--- config.mk ---
export PLATFORM = sky130hd
export DESIGN_NAME = clk_rst_mgr_flat
export DESIGN_NICKNAME = d
export VERILOG_FILES = /design/src/rtl/clk_rst_mgr_pkg.sv /design/src/rtl/clk_rst_mgr_if.sv /design/src/rtl/clk_en_div.sv /design/src/rtl/clk_rst_mgr.sv /design/src/flat_wrapper.sv
export SDC_FILE = /design/constraint.sdc
export NUM_CORES = 1
export LEC_CHECK = 0
export BUFFER_PORTS_ARGS = -buffer_cell sky130_fd_sc_hd__buf_2
export CAP_MARGIN = 25
export CELL_PAD_IN_SITES_DETAIL_PLACEMENT = 0
export CELL_PAD_IN_SITES_GLOBAL_PLACEMENT = 1
export CORE_UTILIZATION = 46
export CTS_CLUSTER_DIAMETER = 80
export DETAILED_ROUTE_END_ITERATION = 8
export PLACE_DENSITY_LB_ADDON = 0.1
export SLEW_MARGIN = 10
export SYNTH_ARGS = -nofsm -noshare
export SYNTH_HDL_FRONTEND = slang
export SYNTH_SLANG_ARGS = --single-unit
--- constraint.sdc ---
create_clock -name clk -period 1.9 [get_ports clk]
set_input_delay 0.095 -clock clk [delete_from_list [all_inputs] [get_ports clk]]
set_output_delay 0.095 -clock clk [all_outputs]
set_load 0.05 [all_outputs]
--- src/rtl/clk_rst_mgr_pkg.sv ---
// Shared constants for the PLL clock/reset manager: FSM encodings, default parameters.
// Latency: n/a (declarations only).
// Backpressure: n/a.
package clk_rst_mgr_pkg;

    typedef logic [1:0] state_t;

    // Encoding 2'd3 is never produced and decodes as WAIT_LOCK.
    localparam state_t ST_WAIT_LOCK = 2'd0;
    localparam state_t ST_HOLD      = 2'd1;
    localparam state_t ST_RUN       = 2'd2;

    localparam int DEF_NUM_CH      = 2;
    localparam int DEF_DIV_W       = 8;
    localparam int DEF_LOCK_CYCLES = 16;
    localparam int DEF_RST_HOLD    = 8;
    localparam int DEF_SYNC_STAGES = 2;

    // Bits needed to hold the values 0..n-1, never less than one bit.
    function automatic int cnt_width(input int n);
        return (n <= 2) ? 1 : $clog2(n);
    endfunction

endpackage

--- src/rtl/clk_rst_mgr_if.sv ---
// Board-side signal bundle of the clock/reset manager (lock, divide config, step, outputs).
// Latency: n/a (wires only).
// Backpressure: none; all signals are levels or single-cycle pulses.
// master: board/CPU side driving lock, config and step inputs.
// slave : clk_rst_mgr, driving rst_out_n, clk_en, state, lock_lost.
interface clk_rst_mgr_if #(
    parameter int NUM_CH = 2,
    parameter int DIV_W  = 8
);
    logic                    pll_locked;
    logic [NUM_CH*DIV_W-1:0] div_cfg;
    logic                    cfg_we;
    logic                    step_mode;
    logic                    step_req;
    logic                    rst_out_n;
    logic [NUM_CH-1:0]       clk_en;
    logic [1:0]              state;
    logic                    lock_lost;

    modport master (
        output pll_locked, div_cfg, cfg_we, step_mode, step_req,
        input  rst_out_n, clk_en, state, lock_lost
    );

    modport slave (
        input  pll_locked, div_cfg, cfg_we, step_mode, step_req,
        output rst_out_n, clk_en, state, lock_lost
    );
endinterface

--- src/rtl/clk_en_div.sv ---
// One clock-enable channel: divide register, wrap counter and registered enable pulse.
// Latency: enable registered; first pulse div+1 cycles after active_i rises, step pulse 1 cycle after step_i.
// Backpressure: none; load_i/hold_i/inactive force the counter to 0 and suppress the pulse.
// Ports: clk, rst_n; load_i/cfg_i load the ratio; active_i = staying in RUN;
//        hold_i = mode change; step_mode_i/step_i = single-step; en_o = enable.
module clk_en_div #(
    parameter int DIV_W = 8
) (
    input  logic             clk,
    input  logic             rst_n,
    input  logic             load_i,
    input  logic [DIV_W-1:0] cfg_i,
    input  logic             active_i,
    input  logic             hold_i,
    input  logic             step_mode_i,
    input  logic             step_i,
    output logic             en_o
);
    logic [DIV_W-1:0] div_q, div_d;
    logic [DIV_W-1:0] cnt_q, cnt_d;
    logic             en_q, en_d;

    always_comb begin
        // The ratio is stored even when the load coincides with lock loss.
        div_d = load_i ? cfg_i : div_q;
        cnt_d = '0;
        en_d  = 1'b0;
        // A load restarts the count and never emits a pulse in its own cycle.
        if (active_i && !load_i && !hold_i) begin
            if (step_mode_i) begin
                en_d = step_i;
            end else if (cnt_q == div_q) begin
                en_d = 1'b1;
            end else begin
                cnt_d = cnt_q + 1'b1;
            end
        end
    end

    always_ff @(posedge clk or negedge rst_n) begin
        if (!rst_n) begin
            div_q <= '0;
            cnt_q <= '0;
            en_q  <= 1'b0;
        end else begin
            div_q <= div_d;
            cnt_q <= cnt_d;
            en_q  <= en_d;
        end
    end

    assign en_o = en_q;
endmodule

--- src/rtl/clk_rst_mgr.sv ---
// Qualifies PLL lock, sequences the system reset and drives per-channel clock enables.
// Latency: lock->reset release SYNC_STAGES+LOCK_CYCLES+RST_HOLD edges; lock loss->reset SYNC_STAGES+1.
// Backpressure: none; outputs are registered levels/pulses.
// Ports: clk (PLL clock), rst_n (async, active-low); bus (slave modport): pll_locked,
//        div_cfg, cfg_we, step_mode, step_req in; rst_out_n, clk_en, state, lock_lost out.
module clk_rst_mgr
    import clk_rst_mgr_pkg::*;
#(
    parameter int NUM_CH      = DEF_NUM_CH,
    parameter int DIV_W       = DEF_DIV_W,
    parameter int LOCK_CYCLES = DEF_LOCK_CYCLES,
    parameter int RST_HOLD    = DEF_RST_HOLD,
    parameter int SYNC_STAGES = DEF_SYNC_STAGES
) (
    input  logic         clk,
    input  logic         rst_n,
    clk_rst_mgr_if.slave bus
);
    localparam int CNT_W = cnt_width((LOCK_CYCLES > RST_HOLD) ? LOCK_CYCLES : RST_HOLD);
    localparam logic [CNT_W-1:0] LOCK_LAST = CNT_W'(LOCK_CYCLES - 1);
    localparam logic [CNT_W-1:0] HOLD_LAST = CNT_W'(RST_HOLD - 1);

    logic [SYNC_STAGES-1:0] lock_sync_q, mode_sync_q, req_sync_q;
    logic                   locked_s, mode_s, req_s;
    logic                   req_s_d_q, mode_s_d_q, step_pls_q;
    logic                   mode_chg, div_active;

    state_t                 state_q, state_d;
    logic [CNT_W-1:0]       lcnt_q, lcnt_d;
    logic                   lost_q, lost_d;
    logic                   rst_out_q;
    logic [NUM_CH-1:0]      clk_en_w;

    assign locked_s = lock_sync_q[SYNC_STAGES-1];
    assign mode_s   = mode_sync_q[SYNC_STAGES-1];
    assign req_s    = req_sync_q[SYNC_STAGES-1];
    assign mode_chg = mode_s ^ mode_s_d_q;

    always_comb begin
        state_d = state_q;
        lcnt_d  = lcnt_q;
        lost_d  = lost_q;
        case (state_q)
            ST_HOLD: begin
                if (!locked_s) begin
                    state_d = ST_WAIT_LOCK;
                    lcnt_d  = '0;
                end else if (lcnt_q == HOLD_LAST) begin
                    state_d = ST_RUN;
                    lcnt_d  = '0;
                end else begin
                    lcnt_d = lcnt_q + 1'b1;
                end
            end
            ST_RUN: begin
                lcnt_d = '0;
                if (!locked_s) begin
                    state_d = ST_WAIT_LOCK;
                    lost_d  = 1'b1;
                end
            end
            default: begin
                // WAIT_LOCK, and the unused encoding which falls back here.
                state_d = ST_WAIT_LOCK;
                if (!locked_s) begin
                    lcnt_d = '0;
                end else if (lcnt_q == LOCK_LAST) begin
                    state_d = ST_HOLD;
                    lcnt_d  = '0;
                end else begin
                    lcnt_d = lcnt_q + 1'b1;
                end
            end
        endcase
    end

    // Dividers only run while RUN persists, so a lock drop zeroes clk_en on the
    // same edge that pulls rst_out_n low.
    assign div_active = (state_q == ST_RUN) && locked_s;

    always_ff @(posedge clk or negedge rst_n) begin
        if (!rst_n) begin
            lock_sync_q <= '0;
            mode_sync_q <= '0;
            req_sync_q  <= '0;
            req_s_d_q   <= 1'b0;
            mode_s_d_q  <= 1'b0;
            step_pls_q  <= 1'b0;
            state_q     <= ST_WAIT_LOCK;
            lcnt_q      <= '0;
            lost_q      <= 1'b0;
            rst_out_q   <= 1'b0;
        end else begin
            lock_sync_q <= {lock_sync_q[SYNC_STAGES-2:0], bus.pll_locked};
            mode_sync_q <= {mode_sync_q[SYNC_STAGES-2:0], bus.step_mode};
            req_sync_q  <= {req_sync_q[SYNC_STAGES-2:0], bus.step_req};
            req_s_d_q   <= req_s;
            mode_s_d_q  <= mode_s;
            // Registered button edge: gives the SYNC_STAGES+2 step latency.
            step_pls_q  <= req_s & ~req_s_d_q;
            state_q     <= state_d;
            lcnt_q      <= lcnt_d;
            lost_q      <= lost_d;
            rst_out_q   <= (state_d == ST_RUN);
        end
    end

    for (genvar i = 0; i < NUM_CH; i++) begin : g_ch
        clk_en_div #(
            .DIV_W(DIV_W)
        ) u_div (
            .clk        (clk),
            .rst_n      (rst_n),
            .load_i     (bus.cfg_we),
            .cfg_i      (bus.div_cfg[i*DIV_W +: DIV_W]),
            .active_i   (div_active),
            .hold_i     (mode_chg),
            .step_mode_i(mode_s),
            .step_i     (step_pls_q),
            .en_o       (clk_en_w[i])
        );
    end

    assign bus.rst_out_n = rst_out_q;
    assign bus.clk_en    = clk_en_w;
    assign bus.state     = state_q;
    assign bus.lock_lost = lost_q;
endmodule

--- src/flat_wrapper.sv ---
// flat-port wrapper written by rule: the top's interface ports become plain ports
module clk_rst_mgr_flat import clk_rst_mgr_pkg::*;
#(
    parameter int NUM_CH      = DEF_NUM_CH,
    parameter int DIV_W       = DEF_DIV_W,
    parameter int LOCK_CYCLES = DEF_LOCK_CYCLES,
    parameter int RST_HOLD    = DEF_RST_HOLD,
    parameter int SYNC_STAGES = DEF_SYNC_STAGES
)
  (clk, rst_n, bus_pll_locked, bus_div_cfg, bus_cfg_we, bus_step_mode, bus_step_req, bus_rst_out_n, bus_clk_en, bus_state, bus_lock_lost);
  clk_rst_mgr_if #(.NUM_CH(NUM_CH), .DIV_W(DIV_W)) bus_i ();
  input  logic clk;
  input  logic rst_n;
  input wire logic [$bits(bus_i.pll_locked)-1:0] bus_pll_locked;
  input wire logic [$bits(bus_i.div_cfg)-1:0] bus_div_cfg;
  input wire logic [$bits(bus_i.cfg_we)-1:0] bus_cfg_we;
  input wire logic [$bits(bus_i.step_mode)-1:0] bus_step_mode;
  input wire logic [$bits(bus_i.step_req)-1:0] bus_step_req;
  output wire logic [$bits(bus_i.rst_out_n)-1:0] bus_rst_out_n;
  output wire logic [$bits(bus_i.clk_en)-1:0] bus_clk_en;
  output wire logic [$bits(bus_i.state)-1:0] bus_state;
  output wire logic [$bits(bus_i.lock_lost)-1:0] bus_lock_lost;
  assign bus_i.pll_locked = bus_pll_locked;
  assign bus_i.div_cfg = bus_div_cfg;
  assign bus_i.cfg_we = bus_cfg_we;
  assign bus_i.step_mode = bus_step_mode;
  assign bus_i.step_req = bus_step_req;
  assign bus_rst_out_n = bus_i.rst_out_n;
  assign bus_clk_en = bus_i.clk_en;
  assign bus_state = bus_i.state;
  assign bus_lock_lost = bus_i.lock_lost;
  clk_rst_mgr #(.NUM_CH(NUM_CH), .DIV_W(DIV_W), .LOCK_CYCLES(LOCK_CYCLES), .RST_HOLD(RST_HOLD), .SYNC_STAGES(SYNC_STAGES)) u_core (.clk(clk), .rst_n(rst_n), .bus(bus_i));
endmodule
==> impl_results.md, run 1 <==
- Peak supply drop: 0.3973 mV
- Mean post-synth cell area: 12.52 sq um
- Fmax: 0.6255 GHz
- Worst-path clk slew: 0.09 ns
- Die area: 0.005015 sq mm
- Critical path data required time: 2.13 ns
- Pwr per Cell Area: 825.3 mW/mm^2
- CTS sink count: 51
- Die height: 70.82 um
- R2R Path Start: u_core.bus.state[0]
- Area growth syn-to-layout: 15.68%
- Largest net degree at the start of global routing: 23
- Internal reg-to-reg setup slack: 0.30 ns
- Status: finished clean
- CP Launch Type: register
- Net count, final: 237
- Syn Inst Count: 174
- Worst Hold Class: input port to register
- Setup bufs post-CTS: 0
- Max_slew headroom: 0.6509
- Root Buffer: clkbuf_8
- Core box area: 0.004444 sq mm
- R2R depth: 6
- Max Cap Viol: 0
- Endpoints failing setup: 0
- GRT overflow: 0
- CTS Buf Count: 5
- Clock buffer depth: 2
- Overall power: 2.080 mW
- Routed Wire Length: 3787 um
- Ys flop type: dfrtp_1
- Initial antenna violation count: 0
- Commonest non-fill, non-tap cell in the layout: dfrtp_1
- I/O pins: 28
- Final Non-Filler Cells: 263
- Lkg Pwr: 1.126 nW
- Seq/Total Area, Yosys: 0.5859
- ANT cells: 0
- Worst skew pair latency: 0.30 ns
- Yosys synthesis warning count: 0
- DR iter-0 viols: 62
- Worst setup path class: register to register
- End of the worst hold path: u_core.g_ch[1].u_div.div_q[0]
- Post-synth ARST share: 1.000
- DR WL/cell: 14.40 um
- Distinct cells, synth: 28
- Total global-route track usage: 0.1767
- HP Start: bus_div_cfg[8]
- ANT nets after route: 0
- Via count: 1312
- First-pass GRT wire length: 6720 um
- Worst-margin pin slew: 0.5236 ns
- Share of layout cells above drive strength 1: 0.2844
- Fill count: 383
- Endpoints failing hold: 0
- Htree depth: 2
- Final worst-path cycle share: 0.8414
- PortBufs: 27
- DP Cell Count: 251
- Post-DP HPWL: 2777 um
- Skew final: 0.008928 ns
- Vias in the first global route: 1411
- Post-CTS Resized: 0
- Critical Path Fanout Max: 8
- Rows: 24
- Max-slew violations: 0
- Most frequent cells in the layout: dfrtp_1 (51), buf_2 (27), xnor2_1 (24)
- Crit path time final: 1.599 ns
- Fin Setup TNS: 0 ns
- Die span in x: 70.82 um
- Hold Buf Count CTS: 4
- Crit end category: register
- Critical Path AT: 1.83 ns
- Synthesized area: 0.002178 sq mm
- Core Util, Final: 0.5670
- Critical R2R Capture: u_core.g_ch[0].u_div.cnt_q[3]
- WHS Path Cells: 2
- FF+latch count, synth: 51
- Post-DR vias/cell: 4.989
- RSZ-0062 raised after global routing: false
- TritonCTS clock tree: built
- DRT Pass-1 Iters: 6
- Starting density of the core: 0.4901
- Number of synthesized flops with an enable pin: 0
- Post-route DRC: 0
- Syn nets: 201
- Final GP Congestion: 0.7609
## metal layers
metal  global-route usage  routed length, um  vias up  share of wire
met5                    0                  0        -              0
met4              0.06000                 37        0         0.0098
met3              0.04416                143        4          0.038
met2               0.2981               1854       25           0.49
met1               0.2235               1751      633           0.46
li1                     -                  -      650              -
## cell usage after synthesis, types with 3 or more instances
master	instances	area, sq um
dfrtp_1	51	1276
xor2_1	5	43.79
xnor2_1	24	210.2
nand2_1	5	18.77
nand3_1	5	25.02
mux2_2	16	180.2
nor2_1	23	86.33
ha_1	5	62.56
a21bo_2	3	30.03
inv_1	7	26.28
nor3_1	3	15.01
nand4_1	6	37.54
## sequential cells by signal, indices dropped and copies added (netlist names)
register and cells:
u_core.lock_sync_q 2, u_core.req_s_d_q 1, u_core.step_pls_q 1, u_core.mode_sync_q 2, u_core.g_ch.u_div.en_o 2, u_core.bus.rst_out_n 1, u_core.g_ch.u_div.cnt_q 16, u_core.bus.lock_lost 1
u_core.bus.state 2, u_core.lcnt_q 4, u_core.mode_s_d_q 1, u_core.req_sync_q 2, u_core.g_ch.u_div.div_q 16
## cell type report
class                   count  area (sq um)  area share
inverters                   7         26.28     0.01043
well taps                  52         65.06     0.02582
flip-flops and latches     51          1276      0.5065
repair buffers             33         190.2     0.07547
clock buffers               6         82.58     0.03277
clock inverters             2         35.03     0.01390
multi-input cells         112         844.6      0.3352
## cell families (layout without fill, tap and decap cells)
group | after synthesis | count (layout) | share of synthesized area
adders and majority gates | 5 | 5 | 0.02872
AOI/OAI and AO/OA | 12 | 12 | 0.04538
muxes | 16 | 16 | 0.08271
DFF | 51 | 51 | 0.5859
xor gates and xnor gates | 29 | 29 | 0.1166
and+or+nand+nor | 50 | 50 | 0.1143
buffers and inverters | 11 | 48 | 0.02642
## power by group
part	total, mW	internal (mW)	leakage [nW]	switching [mW]
logic	0.145	0.0818	0.411	0.0630
registers	1.17	1.13	0.654	0.0335
clock network	0.768	0.426	0.0612	0.342
total	2.08	1.64	1.13	0.438
## worst max path at each step
stage                              from                       endpoint  slack [ns]
detailed placement  u_core.bus.state[0]  u_core.g_ch[0].u_div.cnt_q[3]        0.32
global placement    u_core.bus.state[0]  u_core.g_ch[1].u_div.cnt_q[2]        0.41
finish              u_core.bus.state[0]  u_core.g_ch[0].u_div.cnt_q[3]        0.30
CTS                 u_core.bus.state[0]  u_core.g_ch[0].u_div.cnt_q[3]        0.28
floorplan           u_core.bus.state[0]               u_core.lcnt_q[3]        0.12
global route        u_core.bus.state[0]  u_core.g_ch[0].u_div.cnt_q[3]        0.12
## per-stage QoR
step / setup WS (ns) / cell area [sq um] / hold slack [ns]
6_report: 0.3013 / 2520 / 0.02133
5_1_grt: 0.1189 / 2520 / 0.008524
2_1_floorplan: 0.1181 / 2178 / -0.2006
4_1_cts: 0.2802 / 2520 / 0.01018
3_5_place_dp: 0.3233 / 2362 / 0.09997
3_3_place_gp: 0.4150 / 2362 / 0.08007
## worst max-delay path: stages (launching register included)
cell and delay (ns):
dfrtp_1 0.42, inv_1 0.09, ha_1 0.21, and3b_1 0.20, nor3b_4 0.28, o21ai_2 0.18
nor2_1 0.16
Note: power is estimated with default switching activity, not from simulation.
==> run 2: changes to the inputs <==
- ABC_AREA: not set -> 1
- CORE_UTILIZATION: 46 -> 39
- clock period: 1.9 -> 1.3 ns (I/O delays scaled with it)
==> impl_results.md, run 2 <==
- Status: complete, but fails checks
- Violated checks: setup timing
- Seq/Total Area, Yosys: 0.5496 (-0.03630)
- Critical-path cell list: inv_2 -> ha_4 -> nand2_4 -> nor4_4 -> nand2_2 -> nor2_1
- Htree depth: 2 (unchanged)
- Critical Path AT: 1.59 ns (-0.24 ns)
- Overall power: 3.258 mW (+57%)
- Most frequent cells in the layout: nand2_1 (74), dfrtp_1 (49), inv_1 (33)
- Count leader, synth: nand2_1
- DR iter-0 viols: 59 (-4.8%)
- Critical path data required time: 1.53 ns (-0.60 ns)
- CP top delay family: simple AND/OR/NAND/NOR gates
- Initial antenna violation count: 0 (unchanged)
- Worst Hold Class: input port to register
- Final instance area: 0.003032 sq mm (+20%)
- Crit end category: register
- CP max stage cell: dfrtp_2
- Pwr per Cell Area: 1075 mW/mm^2 (+30%)
- Die area: 0.006267 sq mm (+25%)
- CTS Buf Count: 5 (unchanged)
- Number of synthesized flops with an enable pin: 0 (unchanged)
- Peak supply drop: 0.4794 mV (+21%)
- Setup ws final: -0.05933 ns (-0.3606 ns)
- Yosys top cell by area: dfrtp_1
- FF+latch count, synth: 51 (unchanged)
- Lkg Pwr: 1.499 nW (+33%)
- Post-synth ARST share: 1.000 (unchanged)
- Total global-route track usage: 0.1586 (-0.01809)
- I/O pins: 28 (unchanged)
- Final Non-Filler Cells: 398 (+51%)
- Top cells by area, synth: dfrtp_1 (55%), nand2_1 (12%), inv_1 (5.5%)
- TritonCTS clock tree: built
- ANT nets after route: 0 (unchanged)
- Syn Inst Count: 259 (+49%)
- Share of layout cells above drive strength 1: 0.2117 (-0.07270)
- Net count, final: 352 (+49%)
- Synthesized area: 0.002322 sq mm (+6.6%)
- CTS sink count: 51 (unchanged)
- CP Launch Type: register
- Endpoints failing hold: 0 (unchanged)
- Worst setup path class: register to register
- Clock buffer depth: 2 (unchanged)
- Die span in x: 79.17 um (+12%)
- Skew final: 0.01408 ns (+0.005149 ns)
- Syn nets: 286 (+42%)
- ANT cells: 0 (unchanged)
- DP Cell Count: 369 (+47%)
- Commonest non-fill, non-tap cell in the layout: nand2_1
- Post-synth top area share: 0.5496 (-0.03630)
- Crit path time final: 1.359 ns (-0.2394 ns)
- Rows: 27 (+13%)
- Hold_ws: 0.2349 ns (+0.2136 ns)
- Combined flip-flop and latch cell area: 0.001279 sq mm (+0.20%)
- Via count: 1731 (+32%)
- Distinct cells, synth: 24 (-14%)
- Starting density of the core: 0.4141 (-0.07605)
- Max_slew headroom: 0.7716 (+0.1206)
- Ys flop type: dfrtp_1
- Worst skew pair latency: 0.30 ns (about the same)
- Worst-margin pin slew: 0.3401 ns (-0.1835 ns)
- Die height: 79.17 um (+12%)
- Biggest regs: u_core.g_ch.u_div.cnt_q: 16 flops, u_core.g_ch.u_div.div_q: 16 flops, u_core.lcnt_q: 4 flops
- Fill count: 550 (+44%)
- Worst-path clk slew: 0.10 ns (about the same)
- DR WL/cell: 10.80 um (-25%)
- GRT overflow: 0 (unchanged)
- Multi-input logic area: 907.1 sq um (+7.4%)
- Vias in the first global route: 1682 (+19%)
- Routed Wire Length: 4300 um (+14%)
- Placed Area: 0.002684 sq mm (+14%)
- Worst path max stage delay: 0.42 ns (about the same)
- Final GP Congestion: 0.7906 (+3.9%)
- PortBufs: 27 (unchanged)
- Post-DR vias/cell: 4.349 (-13%)
- Post-DP HPWL: 3155 um (+14%)
- Largest net degree at the start of global routing: 35 (+52%)
- CP bufs+invs: 1 (unchanged)
- RSZ-0062 raised after global routing: true
- Yosys synthesis warning count: 0 (unchanged)
- Post-route DRC: 0 (unchanged)
- Max Cap Viol: 0 (unchanged)
- Post-synth top cells: nand2_1 (77), dfrtp_1 (51), inv_1 (34)
- Critical Path Fanout Max: 8 (unchanged)
- Fmax: 0.7357 GHz (+18%)
- Mean post-synth cell area: 8.966 sq um (-28%)
- First-pass GRT wire length: 7555 um (+12%)
- Area growth syn-to-layout: 30.55%
- Root Buffer: clkbuf_8
- Core box area: 0.005608 sq mm (+26%)
- Final worst-path cycle share: 1.046 (+0.2042)
- Max-slew violations: 0 (unchanged)
- DRT Pass-1 Iters: 4 (-2)
- Endpoints failing setup: 16 (+16)
[run 2: cell families after synthesis]
kind of cell	share of synthesized area
DFF	0.5496
and+or+nand+nor	0.2263
xor gates and xnor gates	0.05280
AOI/OAI and AO/OA	0.04364
adders and majority gates	0.02694
muxes	0.02909
buffers and inverters	0.07165
[run 2: where the power goes]
group,leakage (nW),internal [mW],total (mW),switching (mW)
clock,0.0654,0.769,1.29,0.517
sequential,0.655,1.65,1.69,0.0412
combinational,0.779,0.148,0.278,0.130
total,1.50,2.57,3.26,0.688
[run 2: path summary, 6_finish.rpt]
kind | start | to | slack (ns) | cells past startpoint
min in group asynchronous | rst_n | u_core.lcnt_q[0] | 0.25 | 3
setup / recovery | u_core.bus.state[0] | u_core.g_ch[0].u_div.cnt_q[6] | -0.06 | 6
setup reg to reg | u_core.bus.state[0] | u_core.g_ch[0].u_div.cnt_q[6] | -0.06 | 6
max in group asynchronous | rst_n | u_core.g_ch[1].u_div.cnt_q[6] | 0.83 | 3
hold / removal | bus_cfg_we | u_core.g_ch[0].u_div.div_q[3] | 0.23 | 2
hold reg to reg | u_core.lock_sync_q[0] | u_core.lock_sync_q[1] | 0.35 | 0
[run 2: per-stage QoR]
step	util	TNS [ns]	setup slack, ns
2_1_floorplan	-	-0.8527	-0.06311
3_3_place_gp	0.4786	0	0.002512
3_5_place_dp	0.4786	-0.1769	-0.02726
4_1_cts	0.5388	-0.6688	-0.08595
5_1_grt	0.5406	-1.941	-0.1462
6_report	0.5406	-0.4558	-0.05933
[run 2: final cells by class]
class	count	area share
clock buffer	6	0.02394
clock inverter	2	0.01981
inverter	34	0.04210
multi-input combinational	168	0.2992
sequential	51	0.4218
tap	72	0.02972
timing repair buffer	65	0.1634
[run 2: layer usage]
metal / routed length, um / share of wire / vias to the layer above / track usage
met5: 0 / 0 / - / 0
met2: 1854 / 0.43 / 28 / 0.2474
li1: - / - / 932 / -
met4: 46 / 0.011 / 0 / 0.05455
met3: 170 / 0.040 / 4 / 0.03908
met1: 2228 / 0.52 / 767 / 0.2143
[run 2: worst register-to-register path, cell delays in order (launching register included)]
cell     delay [ns]
dfrtp_2        0.42
inv_2          0.07
ha_4           0.15
nand2_4        0.05
nor4_4         0.25
nand2_2        0.19
nor2_1         0.14
[run 2: repair_timing]
item / CTS / global route
gates resized for setup: 1 / 1
pin swaps: 2 / 8
hold buffers: 20 / 0
setup endpoints to repair: 16 / 23
buffers inserted: 0 / 1
endpoints found under the hold margin: 70 / 0
==> run 3: changes to the inputs <==
- PLACE_DENSITY: not set -> 0.83
- PLACE_DENSITY_LB_ADDON: 0.1 -> not set
==> impl_results.md, run 3 (synthesized netlist as in run 2, its figures left out) <==
- Met3 wire length: 131 um (-23%)
- Die height: 79.17 um (unchanged)
- Fmax: 0.7548 GHz (+2.6%)
- Vias in the first global route: 1710 (+1.7%)
- Lkg Pwr: 1.468 nW (-2.1%)
- Skew final: 0.006469 ns (-0.007608 ns)
- Worst setup path class: register to register
- Critical Path AT: 1.54 ns (-0.05 ns)
- Final GP Congestion: 0.7879 (-0.34%)
- CTS Buf Count: 5 (unchanged)
- Biggest regs: u_core.g_ch.u_div.cnt_q: 16 flops, u_core.g_ch.u_div.div_q: 16 flops, u_core.lcnt_q: 4 flops
- GRT overflow: 0 (unchanged)
- Area growth syn-to-layout: 28.29%
- Most frequent cells in the layout: nand2_1 (74), dfrtp_1 (49), inv_1 (32)
- Fin Setup TNS: -0.03649 ns (+0.4193 ns)
- Peak supply drop: 0.5450 mV (+14%)
- Violated checks: setup timing
- CP Launch Type: register
- DR WL/cell: 10.83 um (+0.22%)
- Max_slew headroom: 0.6916 (-0.07995)
- ANT cells: 0 (unchanged)
- Commonest non-fill, non-tap cell in the layout: nand2_1
- Post-DP HPWL: 2993 um (-5.1%)
- I/O pins: 28 (unchanged)
- Worst Hold Class: input port to register
- DRT Pass-1 Iters: 4 (unchanged)
- First-pass GRT wire length: 7458 um (-1.3%)
- Worst skew pair latency: 0.29 ns (about the same)
- Setup ws final: -0.02490 ns (+0.03443 ns)
- Crit path time final: 1.325 ns (-0.03443 ns)
- Critical Path Fanout Max: 8 (unchanged)
- Rows: 27 (unchanged)
- Htree depth: 2 (unchanged)
- PortBufs: 27 (unchanged)
- ANT nets after route: 0 (unchanged)
- DR iter-0 viols: 50 (-15%)
- Max Cap Viol: 0 (unchanged)
- Core box area: 0.005608 sq mm (unchanged)
- Crit end category: register
- Place WS: -0.02620 ns (+0.001059 ns)
- Met2 WL: 2005 um (+8.1%)
- CTS sink count: 51 (unchanged)
- Endpoints failing setup: 5 (-11)
- Final worst-path cycle share: 1.019 (-0.02648)
- Total global-route track usage: 0.1557 (-0.002926)
- Max-slew violations: 0 (unchanged)
- Pwr per Cell Area: 965.1 mW/mm^2 (-10%)
- Critical path data required time: 1.52 ns (about the same)
- Initial antenna violation count: 0 (unchanged)
- Die area: 0.006267 sq mm (unchanged)
- Worst-margin pin slew: 0.4626 ns (+0.1225 ns)
- Status: complete, but fails checks
- Metal-1 WL: 2097 um (-5.9%)
- Worst-path clk slew: 0.09 ns (about the same)
- Via count: 1769 (+2.2%)
- Root Buffer: clkbuf_8
- Endpoints failing hold: 0 (unchanged)
- Die span in x: 79.17 um (unchanged)
- Largest net degree at the start of global routing: 25 (-29%)
- Routed Wire Length: 4266 um (-0.79%)
- Net count, final: 349 (-0.85%)
- DR top layer: met4
- RSZ-0062 raised after global routing: true
- Clock buffer depth: 2 (unchanged)
- Post-DR vias/cell: 4.490 (+3.2%)
- TritonCTS clock tree: built
- Share of layout cells above drive strength 1: 0.2205 (+0.008840)
- Starting density of the core: 0.4141 (unchanged)
- Post-route DRC: 0 (unchanged)
- Core Util, Final: 0.5312 (-0.009371)
## run 3: repair_timing
action | in CTS | in global routing
gates resized for setup | 1 | 6
pin swaps | 0 | 8
hold buffers | 20 | 0
endpoints found under the setup margin | 16 | 22
hold endpoints to repair | 37 | 0
setup buffers | 3 | 0
## run 3: critical path, stage by stage (launching register included)
cell     delay [ns]
dfrtp_2        0.41
inv_2          0.08
ha_4           0.14
nand2_4        0.05
nor4_4         0.23
nand2_2        0.18
nor2_1         0.15
## run 3: worst paths after layout
path | to | slack [ns] | start | cells after the start
worst max-delay path | u_core.g_ch[1].u_div.cnt_q[4] | -0.02 | u_core.bus.state[0] | 6
worst min-delay path | u_core.g_ch[1].u_div.div_q[1] | 0.15 | bus_cfg_we | 3
worst max register to register | u_core.g_ch[1].u_div.cnt_q[4] | -0.02 | u_core.bus.state[0] | 6
worst min register to register | u_core.lock_sync_q[1] | 0.36 | u_core.lock_sync_q[0] | 0
max in group asynchronous | u_core.g_ch[1].u_div.cnt_q[2] | 0.54 | rst_n | 3
min in group asynchronous | u_core.g_ch[1].u_div.div_q[1] | 0.25 | rst_n | 2
## run 3: area by class of cell
type	count	area [sq um]
Timing Repair Buffer	62	473.0
Tap cell	72	90.09
Fill cell	536	2629
Clock inverter	1	5.005
Sequential cell	51	1279
Inverter	34	127.6
Clock buffer	6	82.58
Multi-Input combinational cell	168	922.1
## run 3: power breakdown
| group | total (mW) | switching (mW) | internal, mW |
|---|---|---|---|
| clock network | 0.903 | 0.485 | 0.419 |
| registers | 1.70 | 0.0436 | 1.65 |
| logic | 0.275 | 0.131 | 0.144 |
## run 3: metal layers
metal / vias to the layer above / GRT usage
met1: 814 / 0.2012
met5: - / 0
met2: 25 / 0.2603
li1: 925 / -
met4: 0 / 0.03818
met3: 5 / 0.03908
## run 3: through the flow
step / total power, mW / hold slack (ns) / std cells / area (sq um)
2_1_floorplan: 1.846 / -0.2306 / 259 / 2345
3_3_place_gp: 1.951 / 0.04594 / 364 / 2646
3_5_place_dp: 1.957 / 0.04916 / 364 / 2646
4_1_cts: 2.915 / 0.1437 / 394 / 2962
5_1_grt: 3.027 / 0.1580 / 394 / 2979
6_report: 2.875 / 0.1545 / 394 / 2979
